`src/rtl/enemy_collision.sv`:
```
`timescale 1ns/1ps
`default_nettype none
// ============================================================================
// Module      : enemy_collision
// Description : Scans NUM_ENEMIES square enemy boxes against the live bullet,
//               one enemy per clock. Owns the per-enemy alive flags and the
//               saturating score, and pulses hit to retire the bullet.
//               Optional two-hit enemies: define ENEMY_COLLISION_HP_EN.
// Revision    : 1.0 - initial release
// ============================================================================
module enemy_collision #(
  parameter int NUM_ENEMIES = 4,
  parameter int ENEMY_SIZE  = 8,
  parameter int SCORE_W     = 8
) (
  input  logic                     clk,
  input  logic                     reset,
  input  logic                     bullet_display,
  input  logic [6:0]               bullet_x,
  input  logic [6:0]               bullet_y,
  input  logic [7*NUM_ENEMIES-1:0] enemy_x,
  input  logic [7*NUM_ENEMIES-1:0] enemy_y,
  input  logic                     respawn,
  output logic                     hit,
  output logic [2:0]               hit_index,
  output logic [NUM_ENEMIES-1:0]   enemy_alive,
  output logic [SCORE_W-1:0]       score,
`ifdef ENEMY_COLLISION_HP_EN
  output logic [NUM_ENEMIES-1:0]   damaged,
`endif
  output logic                     all_cleared
);

  localparam logic [1:0] IDLE     = 2'd0;
  localparam logic [1:0] SCAN     = 2'd1;
  localparam logic [1:0] HIT      = 2'd2;
  localparam logic [1:0] COOLDOWN = 2'd3;

  localparam logic [2:0] LAST_IDX = 3'(NUM_ENEMIES - 1);
  localparam logic [7:0] BOX      = 8'(ENEMY_SIZE);

  logic [1:0]             state_q, state_d;
  logic [2:0]             idx_q, idx_d;
  logic                   hit_q, hit_d;
  logic [2:0]             hit_index_q, hit_index_d;
  logic [NUM_ENEMIES-1:0] alive_q, alive_d;
  logic [SCORE_W-1:0]     score_q, score_d;
  logic                   all_cleared_q, all_cleared_d;
  logic [NUM_ENEMIES-1:0] damaged_q, damaged_d;

  logic [6:0] sel_x, sel_y;
  logic       sel_alive;
  logic       match;
  logic       score_inc;

  // Select the enemy currently addressed by the scan index
  always_comb begin
    sel_x     = 7'd0;
    sel_y     = 7'd0;
    sel_alive = 1'b0;
    for (int i = 0; i < NUM_ENEMIES; i++) begin
      if (idx_q == 3'(i)) begin
        sel_x     = enemy_x[7*i +: 7];
        sel_y     = enemy_y[7*i +: 7];
        sel_alive = alive_q[i];
      end
    end
  end

  // Box test in 8 bits so a box near the right/bottom edge does not wrap
  always_comb begin
    match = sel_alive
          & ({1'b0, bullet_x} >= {1'b0, sel_x})
          & ({1'b0, bullet_x} <  ({1'b0, sel_x} + BOX))
          & ({1'b0, bullet_y} >= {1'b0, sel_y})
          & ({1'b0, bullet_y} <  ({1'b0, sel_y} + BOX));
  end

  // Scan FSM, kill bookkeeping and respawn override
  always_comb begin
    state_d       = state_q;
    idx_d         = idx_q;
    hit_index_d   = hit_index_q;
    alive_d       = alive_q;
    score_d       = score_q;
    damaged_d     = damaged_q;
    score_inc     = 1'b0;

    case (state_q)
      IDLE: begin
        if (bullet_display) begin
          state_d = SCAN;
          idx_d   = 3'd0;
        end
      end
      SCAN: begin
        if (!bullet_display) begin
          state_d = IDLE;
        end else if (match) begin
          hit_index_d = idx_q;
          state_d     = HIT;
        end else if (idx_q == LAST_IDX) begin
          state_d = IDLE;
        end else begin
          idx_d = idx_q + 3'd1;
        end
      end
      HIT: begin
        for (int i = 0; i < NUM_ENEMIES; i++) begin
          if (hit_index_q == 3'(i)) begin
`ifdef ENEMY_COLLISION_HP_EN
            if (damaged_q[i]) begin
              alive_d[i]   = 1'b0;
              damaged_d[i] = 1'b0;
              score_inc    = 1'b1;
            end else begin
              damaged_d[i] = 1'b1;
            end
`else
            alive_d[i] = 1'b0;
            score_inc  = 1'b1;
`endif
          end
        end
        state_d = COOLDOWN;
      end
      COOLDOWN: begin
        // One bullet may only ever score once; wait for it to retire.
        if (!bullet_display) begin
          state_d = IDLE;
        end
      end
      default: state_d = IDLE;
    endcase

    if (score_inc && (score_q != {SCORE_W{1'b1}})) begin
      score_d = score_q + SCORE_W'(1);
    end

    // Respawn beats a same-cycle kill; the score still counts it.
    if (respawn) begin
      alive_d   = {NUM_ENEMIES{1'b1}};
      damaged_d = '0;
    end

    hit_d         = (state_d == HIT);
    all_cleared_d = (alive_q == '0);
  end

  // State registers with synchronous reset
  always_ff @(posedge clk) begin
    if (reset) begin
      state_q       <= IDLE;
      idx_q         <= 3'd0;
      hit_q         <= 1'b0;
      hit_index_q   <= 3'd0;
      alive_q       <= {NUM_ENEMIES{1'b1}};
      score_q       <= '0;
      all_cleared_q <= 1'b0;
      damaged_q     <= '0;
    end else begin
      state_q       <= state_d;
      idx_q         <= idx_d;
      hit_q         <= hit_d;
      hit_index_q   <= hit_index_d;
      alive_q       <= alive_d;
      score_q       <= score_d;
      all_cleared_q <= all_cleared_d;
      damaged_q     <= damaged_d;
    end
  end

  assign hit         = hit_q;
  assign hit_index   = hit_index_q;
  assign enemy_alive = alive_q;
  assign score       = score_q;
  assign all_cleared = all_cleared_q;
`ifdef ENEMY_COLLISION_HP_EN
  assign damaged     = damaged_q;
`endif

endmodule
`default_nettype wire

```
`config.mk`:
```
export PLATFORM = sky130hd
export DESIGN_NAME = enemy_collision
export DESIGN_NICKNAME = d
export VERILOG_FILES = /design/src/rtl/enemy_collision.sv
export SDC_FILE = /design/constraint.sdc
export NUM_CORES = 1
export LEC_CHECK = 0
export CORE_MARGIN = 3
export CORE_UTILIZATION = 43
export CTS_CLUSTER_SIZE = 12
export DETAILED_ROUTE_END_ITERATION = 8
export PLACE_DENSITY = 0.91
export SLEW_MARGIN = 20
export SYNTH_ARGS = -nofsm -noshare
export SYNTH_HDL_FRONTEND = slang
export SYNTH_SLANG_ARGS = --single-unit
```
`constraint.sdc`:
```
create_clock -name clk -period 4.2 [get_ports clk]
set_input_delay 0.84 -clock clk [delete_from_list [all_inputs] [get_ports clk]]
set_output_delay 0.84 -clock clk [all_outputs]
set_load 0.02 [all_outputs]
```
==> results of run 1 <==
## per-layer routing
layer,share of wire,GRT usage,vias to the layer above
met2,0.53,0.396,90
met4,0.019,0.0598,0
met1,0.41,0.278,1122
met5,0,0,-
li1,-,-,1173
met3,0.046,0.0355,14
## worst max path at each step
stage,from,to,slack [ns],cells past startpoint
2_1_floorplan,idx_q[1],hit_index[1],0.74,18
3_3_place_gp,enemy_x[10],idx_q[2],0.25,15
3_5_place_dp,enemy_y[10],hit_index[1],0.05,14
4_1_cts,idx_q[0],hit_index[0],0.20,17
5_1_grt,idx_q[1],hit_index[0],0.03,17
6_report,idx_q[1],hit_index[0],0.32,17
## report_power, final
| group | leakage (nW) | total (mW) | internal (mW) | switching [mW] |
|---|---|---|---|---|
| Clock | 0.0288 | 0.152 | 0.0837 | 0.0684 |
| Sequential | 0.178 | 0.213 | 0.211 | 0.00282 |
| Combinational | 1.08 | 0.310 | 0.161 | 0.149 |
## final cells by class
type,count,area [um^2]
Inverter,19,71.3
Timing Repair Buffer,96,946
Sequential cell,22,442
Fill cell,402,1610
Clock buffer,4,55.1
Tap cell,67,83.8
Multi-Input combinational cell,221,1580
## placed cells by master, fill, tap and decap left out, drive strengths merged, types with 2 or more instances in the layout
cell type / Yosys / final
a221o: 3 / 3
o221ai: 2 / 2
a311oi: 4 / 4
o21a: 3 / 3
nor2b: 4 / 4
o211ai: 2 / 2
or4: 2 / 2
clkbuf: 9 / 4
nand3: 7 / 7
nor2: 24 / 24
ha: 30 / 30
a31oi: 2 / 2
and3b: 4 / 4
xor2: 5 / 5
o21ai: 19 / 19
a211oi: 2 / 2
buf: 4 / 6
inv: 19 / 19
a22o: 2 / 2
xnor2: 6 / 6
and2: 4 / 4
a311o: 3 / 3
a21o: 7 / 7
a22oi: 18 / 18
nand2: 32 / 32
dfxtp: 22 / 22
nand2b: 5 / 5
a21oi: 7 / 7
nor4: 2 / 2
nor3: 7 / 7
clkdlybuf4s50: 0 / 90
## stage by stage
| stage | hold slack (ns) | total power, mW | instances | util | setup WS, ns |
|---|---|---|---|---|---|
| 5_1_grt | 0.504 | 0.712 | 429 | 0.664 | 0.0349 |
| 6_report | 0.483 | 0.675 | 429 | 0.664 | 0.324 |
| 2_1_floorplan | 0.480 | 0.398 | 275 | - | 0.742 |
| 3_3_place_gp | 0.443 | 0.502 | 425 | 0.650 | 0.247 |
| 3_5_place_dp | 0.481 | 0.519 | 425 | 0.650 | 0.0515 |
| 4_1_cts | 0.498 | 0.668 | 429 | 0.662 | 0.196 |
## repair_timing
| action | in CTS | in global routing |
|---|---|---|
| resized for setup | 0 | 3 |
| buffers inserted | 0 | 0 |
| endpoints found under the setup margin | 0 | 7 |
| hold buffers | 0 | 0 |
## flip-flops by register name, summed over array words and instances (netlist names)
signal	count
all_cleared	1
state_q	2
hit_index	3
score	8
hit	1
idx_q	3
enemy_alive	4
## logic make-up after synthesis
group | after synthesis | share of synthesized area
multiplexers | 1 | 0.00467
buffers and inverters | 32 | 0.0624
flip-flops | 22 | 0.205
XOR/XNOR | 11 | 0.0449
AND/OR/NAND/NOR | 97 | 0.223
AO/OA/AOI/OAI | 82 | 0.285
adder cells (fa/ha/maj) | 30 | 0.175
==> out/qor.csv, run 1 <==
metric;value;unit
Max Cap Viol;0;
delay-heaviest family, CP;compound AO/OA/AOI/OAI gates;
Clock Skew;0.00460;ns
hpwl dp;5.56;mm
CTS tree;yes;
CP arrival;3.99;ns
Critical Path Sink Type;flip-flop;
Async S/R FF share, synth;0;
setup slack, reg-to-reg;0.32;ns
Post-synth top cells;nand2_1, ha_1, nor2_1;
starting DRC count in detailed routing;153;
via count;2399;
Distinct cells, synth;51;
Synth area leaders;dfxtp_1, ha_1, a22oi_1, nand2_1, o21ai_0;
Post-synth EDFFs;0;
H-tree depth;1;
Max clock buf depth;2;
Slew Viols, Final;0;
Syn Std Cell Area;2140;um^2
Synth warnings;0;
Crit Path Class;flip-flop to flip-flop;
drc violations;0;
worst endpoint required time;4.32;ns
post-synth top area cell;dfxtp_1;
clk sinks;22;
wire per inst;15.7;um
PortBufs;90;
reg-to-reg endpoint;hit_index[0];
largest net degree at the start of global routing;24;
outcome;complete, no violations;
vias per cell;5.59;
fraction of layout cells with a size suffix above 1;0.0525;
antenna violations before repair;0;
top-count cell post-synth;nand2_1;
Setup Viol. Count Final;0;
f_max;0.258;GHz
Cell Pwr Density;212;nW/um^2
Min-Delay Path Class;flip-flop to flip-flop;
remaining global-route overflow;0;
Worst path slowest cell;or4_1;
layout net count;467;
#FFs+latches synth;22;
worst-path cell chain;inv_1, ha_1, nor2b_1, buf_4, a22oi_1, o21ai_0, a22oi_2, inv_1, ha_1, inv_1, xnor2_1, ha_1, or4_1, o22a_1, a221oi_4, a21o_1, a21oi_1;
Post-DP Area;3110;um^2
reg2reg path depth;17;
period utilization;0.923;
crit path time final;3.88;ns
worst-margin pin slew;0.750;ns
Num CTS Buffers;3;
root buf cell;clkbuf_8;
Synth Instances;275;
CP bufs+invs;4;
Main synth FF type;dfxtp_1;
Initial Util;0.448;
height of the die;76.6;um
vias in the first global route;2246;
Synth top area share;0.205;
Ports;91;
clock latency on the worst-skew pair;0.27;ns
All-Layer GR Usage;0.223;
worst r2r src;idx_q[1];
first-pass GRT wire length;10.7;mm
RePlAce Congestion;0.899;
Core ar.;4790;um^2
setup TNS;0;ns
RSZ-0062 raised after global routing;false;
row count;25;
maximum VDD drop;0.305;mV
Hold Crit Depth;1;
slew margin rel.;0.498;
total die area;5870;um^2
final instance area;3180;um^2
Final Hold Fails;0;
die width;76.6;um
antenna cells;0;
First-pass DRT Iterations;5;
CP max stage delay;0.53;ns
type of origin of the critical path;flip-flop;
worst-path fanout max;10;
post-route ant nets;0;
syn_area_per_cell;7.80;um^2
post-synthesis sequential area ratio;0.205;
clock slew seen by the registers of the worst setup and hold paths;0.07;ns
Pleak;1.29;nW
Routed WL;6.75;mm
Synth Net Count;379;
hold path endpoint;all_cleared;
area grow syn2layout;48.2;%
hold path start;enemy_alive[3];
(Power assumes the default switching activity.)
==> run 2, diff against run 1 <==
--- a/config.mk
+++ b/config.mk
@@ -5,12 +5,11 @@
 export SDC_FILE = /design/constraint.sdc
 export NUM_CORES = 1
 export LEC_CHECK = 0
-export CORE_MARGIN = 3
+export CORE_MARGIN = 2
 export CORE_UTILIZATION = 43
 export CTS_CLUSTER_SIZE = 12
 export DETAILED_ROUTE_END_ITERATION = 8
 export PLACE_DENSITY = 0.91
-export SLEW_MARGIN = 20
 export SYNTH_ARGS = -nofsm -noshare
 export SYNTH_HDL_FRONTEND = slang
 export SYNTH_SLANG_ARGS = --single-unit
==> constraint.sdc (replaced) <==
create_clock -name clk -period 3.66 [get_ports clk]
set_input_delay 0.732 -clock clk [delete_from_list [all_inputs] [get_ports clk]]
set_output_delay 0.732 -clock clk [all_outputs]
set_load 0.02 [all_outputs]
==> run 2 against run 1 <==
  * Clock skew fell by 0.0033 ns
  * Final cell count up 4.7%
  * Core utilization up 6.1 points
  * Die area fell by 5.2%
  * Cell area grew 8.5%
  * Sequential share of layout area decreased by 0.91 points
  * Critical path depth shrank 3
  * Clock power shrank 5%
==> out/qor.csv, run 2 (synthesized netlist as in run 1, its figures left out) <==
metric;value;unit;change
Clock Skew;0.00132;ns;-0.00328 ns
Initial Util;0.451;;+0.00295
Worst path slowest cell;or4_1;;
fraction of layout cells with a size suffix above 1;0.144;;+0.0915
outcome;complete, no violations;;
vias per cell;5.72;;+2.3%
Cell Pwr Density;233;nW/um^2;+9.5%
Hold Crit Depth;1;;unchanged
commonest non-fill, non-tap cell in the layout;clkdlybuf4s50_1;;
reg2reg path depth;16;;-1
area of the multi-input gates;1670;um^2;+5.3%
antenna cells;0;;unchanged
All-Layer GR Usage;0.254;;+0.0312
die width;74.6;um;-2.6%
reg-to-reg endpoint;hit_index[0];;
post-route ant nets;0;;unchanged
Final WS setup;0.0553;ns;-0.269 ns
area grow syn2layout;60.9;%;
first-pass GRT wire length;11.2;mm;+4.4%
worst endpoint required time;3.80;ns;-0.52 ns
antenna violations before repair;0;;unchanged
worst slack at placement;-0.237;ns;-0.288 ns
Routed WL;7.56;mm;+12%
vias in the first global route;2506;;+12%
Final Hold Fails;0;;unchanged
starting DRC count in detailed routing;172;;+12%
setup slack, reg-to-reg;0.08;ns;-0.24 ns
clock latency on the worst-skew pair;0.25;ns;-0.02 ns
Num CTS Buffers;3;;unchanged
worst-path cell chain;clkdlybuf4s50_1, a22oi_2, o21ai_0, a22oi_1, inv_1, ha_1, inv_1, xnor2_1, ha_2, or4_1, o22a_1, a221oi_4, a21o_1, a21oi_1;;
height of the die;74.6;um;-2.6%
Non-Filler Instances;449;;+4.7%
root buf cell;clkbuf_8;;
maximum VDD drop;0.195;mV;-36%
layout net count;488;;+4.5%
worst r2r src;idx_q[0];;
largest net degree at the start of global routing;30;;+25%
Core ar.;4750;um^2;-0.65%
most frequent cells in the layout;clkdlybuf4s50_1, nand2_1, ha_1;;
slew margin rel.;0.650;;+0.152
Max Cap Viol;0;;unchanged
worst-margin pin slew;0.523;ns;-0.227 ns
crit path time final;3.60;ns;
total die area;5570;um^2;-5.2%
remaining global-route overflow;0;;unchanged
H-tree depth;1;;unchanged
Max clock buf depth;2;;unchanged
CP max stage delay;0.52;ns;about the same
cell mode on critical path;inv_1;;
worst-path fanout max;7;;-3
Pleak;1.41;nW;+9.6%
Slew Viols, Final;0;;unchanged
period utilization;0.985;;
Ports;91;;unchanged
number of filler cells placed in the layout;353;;-12%
clock slew seen by the registers of the worst setup and hold paths;0.07;ns;about the same
f_max;0.277;GHz;
Critical Path Sink Type;flip-flop;;
max reg flops;8;;unchanged
placed cells;440;;+3.5%
PortBufs;90;;unchanged
hpwl dp;5.46;mm;-1.6%
Setup Viol. Count Final;0;;unchanged
hold path start;enemy_alive[3];;
wire per inst;16.8;um;+7.0%
hold path endpoint;all_cleared;;
Hold-fix buffers, CTS;0;;unchanged
clk sinks;22;;unchanged
Reg area;448;um^2;+1.4%
drc violations;0;;unchanged
type of origin of the critical path;primary input;;
CTS tree;yes;;
via count;2569;;+7.1%
First-pass DRT Iterations;7;;+2
Min-Delay Path Class;flip-flop to flip-flop;;
CP arrival;3.74;ns;-0.25 ns
Crit Path Class;primary input to flip-flop;;
RePlAce Congestion;0.930;;+3.4%
row count;25;;unchanged
run 2: cell types whose count changed in the layout (fill, tap and decap cells not counted), sizes merged:
cell | before | now
buf | 6 | 26
run 2: through the flow:
stage                      util  TNS, ns  hold WS [ns]  power, mW  instance area (um^2)
after detailed placement  0.681    -1.20         0.458      0.621                  3240
after global routing      0.726   -0.581         0.502      0.855                  3450
after floorplan               -        0         0.480      0.456                  2140
after CTS                 0.693        0         0.474      0.768                  3290
after global placement    0.681   -0.177         0.447      0.605                  3240
final                     0.726        0         0.495      0.803                  3450
run 2: timing repair:
action	in CTS	in global routing
gates resized for setup	2	28
endpoints found under the setup margin	3	9
gates cloned	0	1
setup buffers	1	4
pin swaps	2	9
run 2: critical path: cells and delay by family:
| family | cells | cell delay, ns |
|---|---|---|
| AO/OA/AOI/OAI | 7 | 1.42 |
| buffers and inverters | 3 | 0.60 |
| AND/OR/NAND/NOR | 1 | 0.52 |
| adder cells (fa/ha/maj) | 2 | 0.38 |
| XOR/XNOR | 1 | 0.09 |
run 2: area by class of cell:
cell class                 count  area share
inverter                      19      0.0207
sequential                    22       0.130
timing repair buffer         117       0.331
multi-input combinational    221       0.483
tap                           67      0.0243
clock buffer                   3      0.0120
run 2: worst max path at each step:
stage	to	depth (start not counted)	from
2_1_floorplan	hit_index[1]	18	idx_q[1]
3_3_place_gp	hit_index[0]	14	enemy_y[10]
3_5_place_dp	hit_index[2]	14	enemy_y[10]
4_1_cts	hit_index[1]	19	idx_q[0]
5_1_grt	hit_index[0]	18	idx_q[1]
6_report	hit_index[0]	14	enemy_y[10]
run 2: where the power goes:
group	internal, mW	switching, mW
Combinational	0.223	0.192
Sequential	0.241	0.00352
Clock	0.0733	0.0703
Total	0.537	0.266
run 2: routing by layer:
layer / vias to the layer above / track usage / wire, um
met5: - / 0 / 0
met4: 0 / 0.0833 / 248
met3: 28 / 0.0321 / 408
met2: 116 / 0.461 / 3850
met1: 1204 / 0.311 / 3060
li1: 1221 / - / -
==> run 3, diff against run 2 <==
--- a/config.mk
+++ b/config.mk
@@ -10,6 +10,7 @@
 export CTS_CLUSTER_SIZE = 12
 export DETAILED_ROUTE_END_ITERATION = 8
 export PLACE_DENSITY = 0.91
+export SLEW_MARGIN = 20
 export SYNTH_ARGS = -nofsm -noshare
 export SYNTH_HDL_FRONTEND = slang
 export SYNTH_SLANG_ARGS = --single-unit
==> results of run 3 <==
Same layout as run 2: the final DEF is identical, and so are final timing and power.
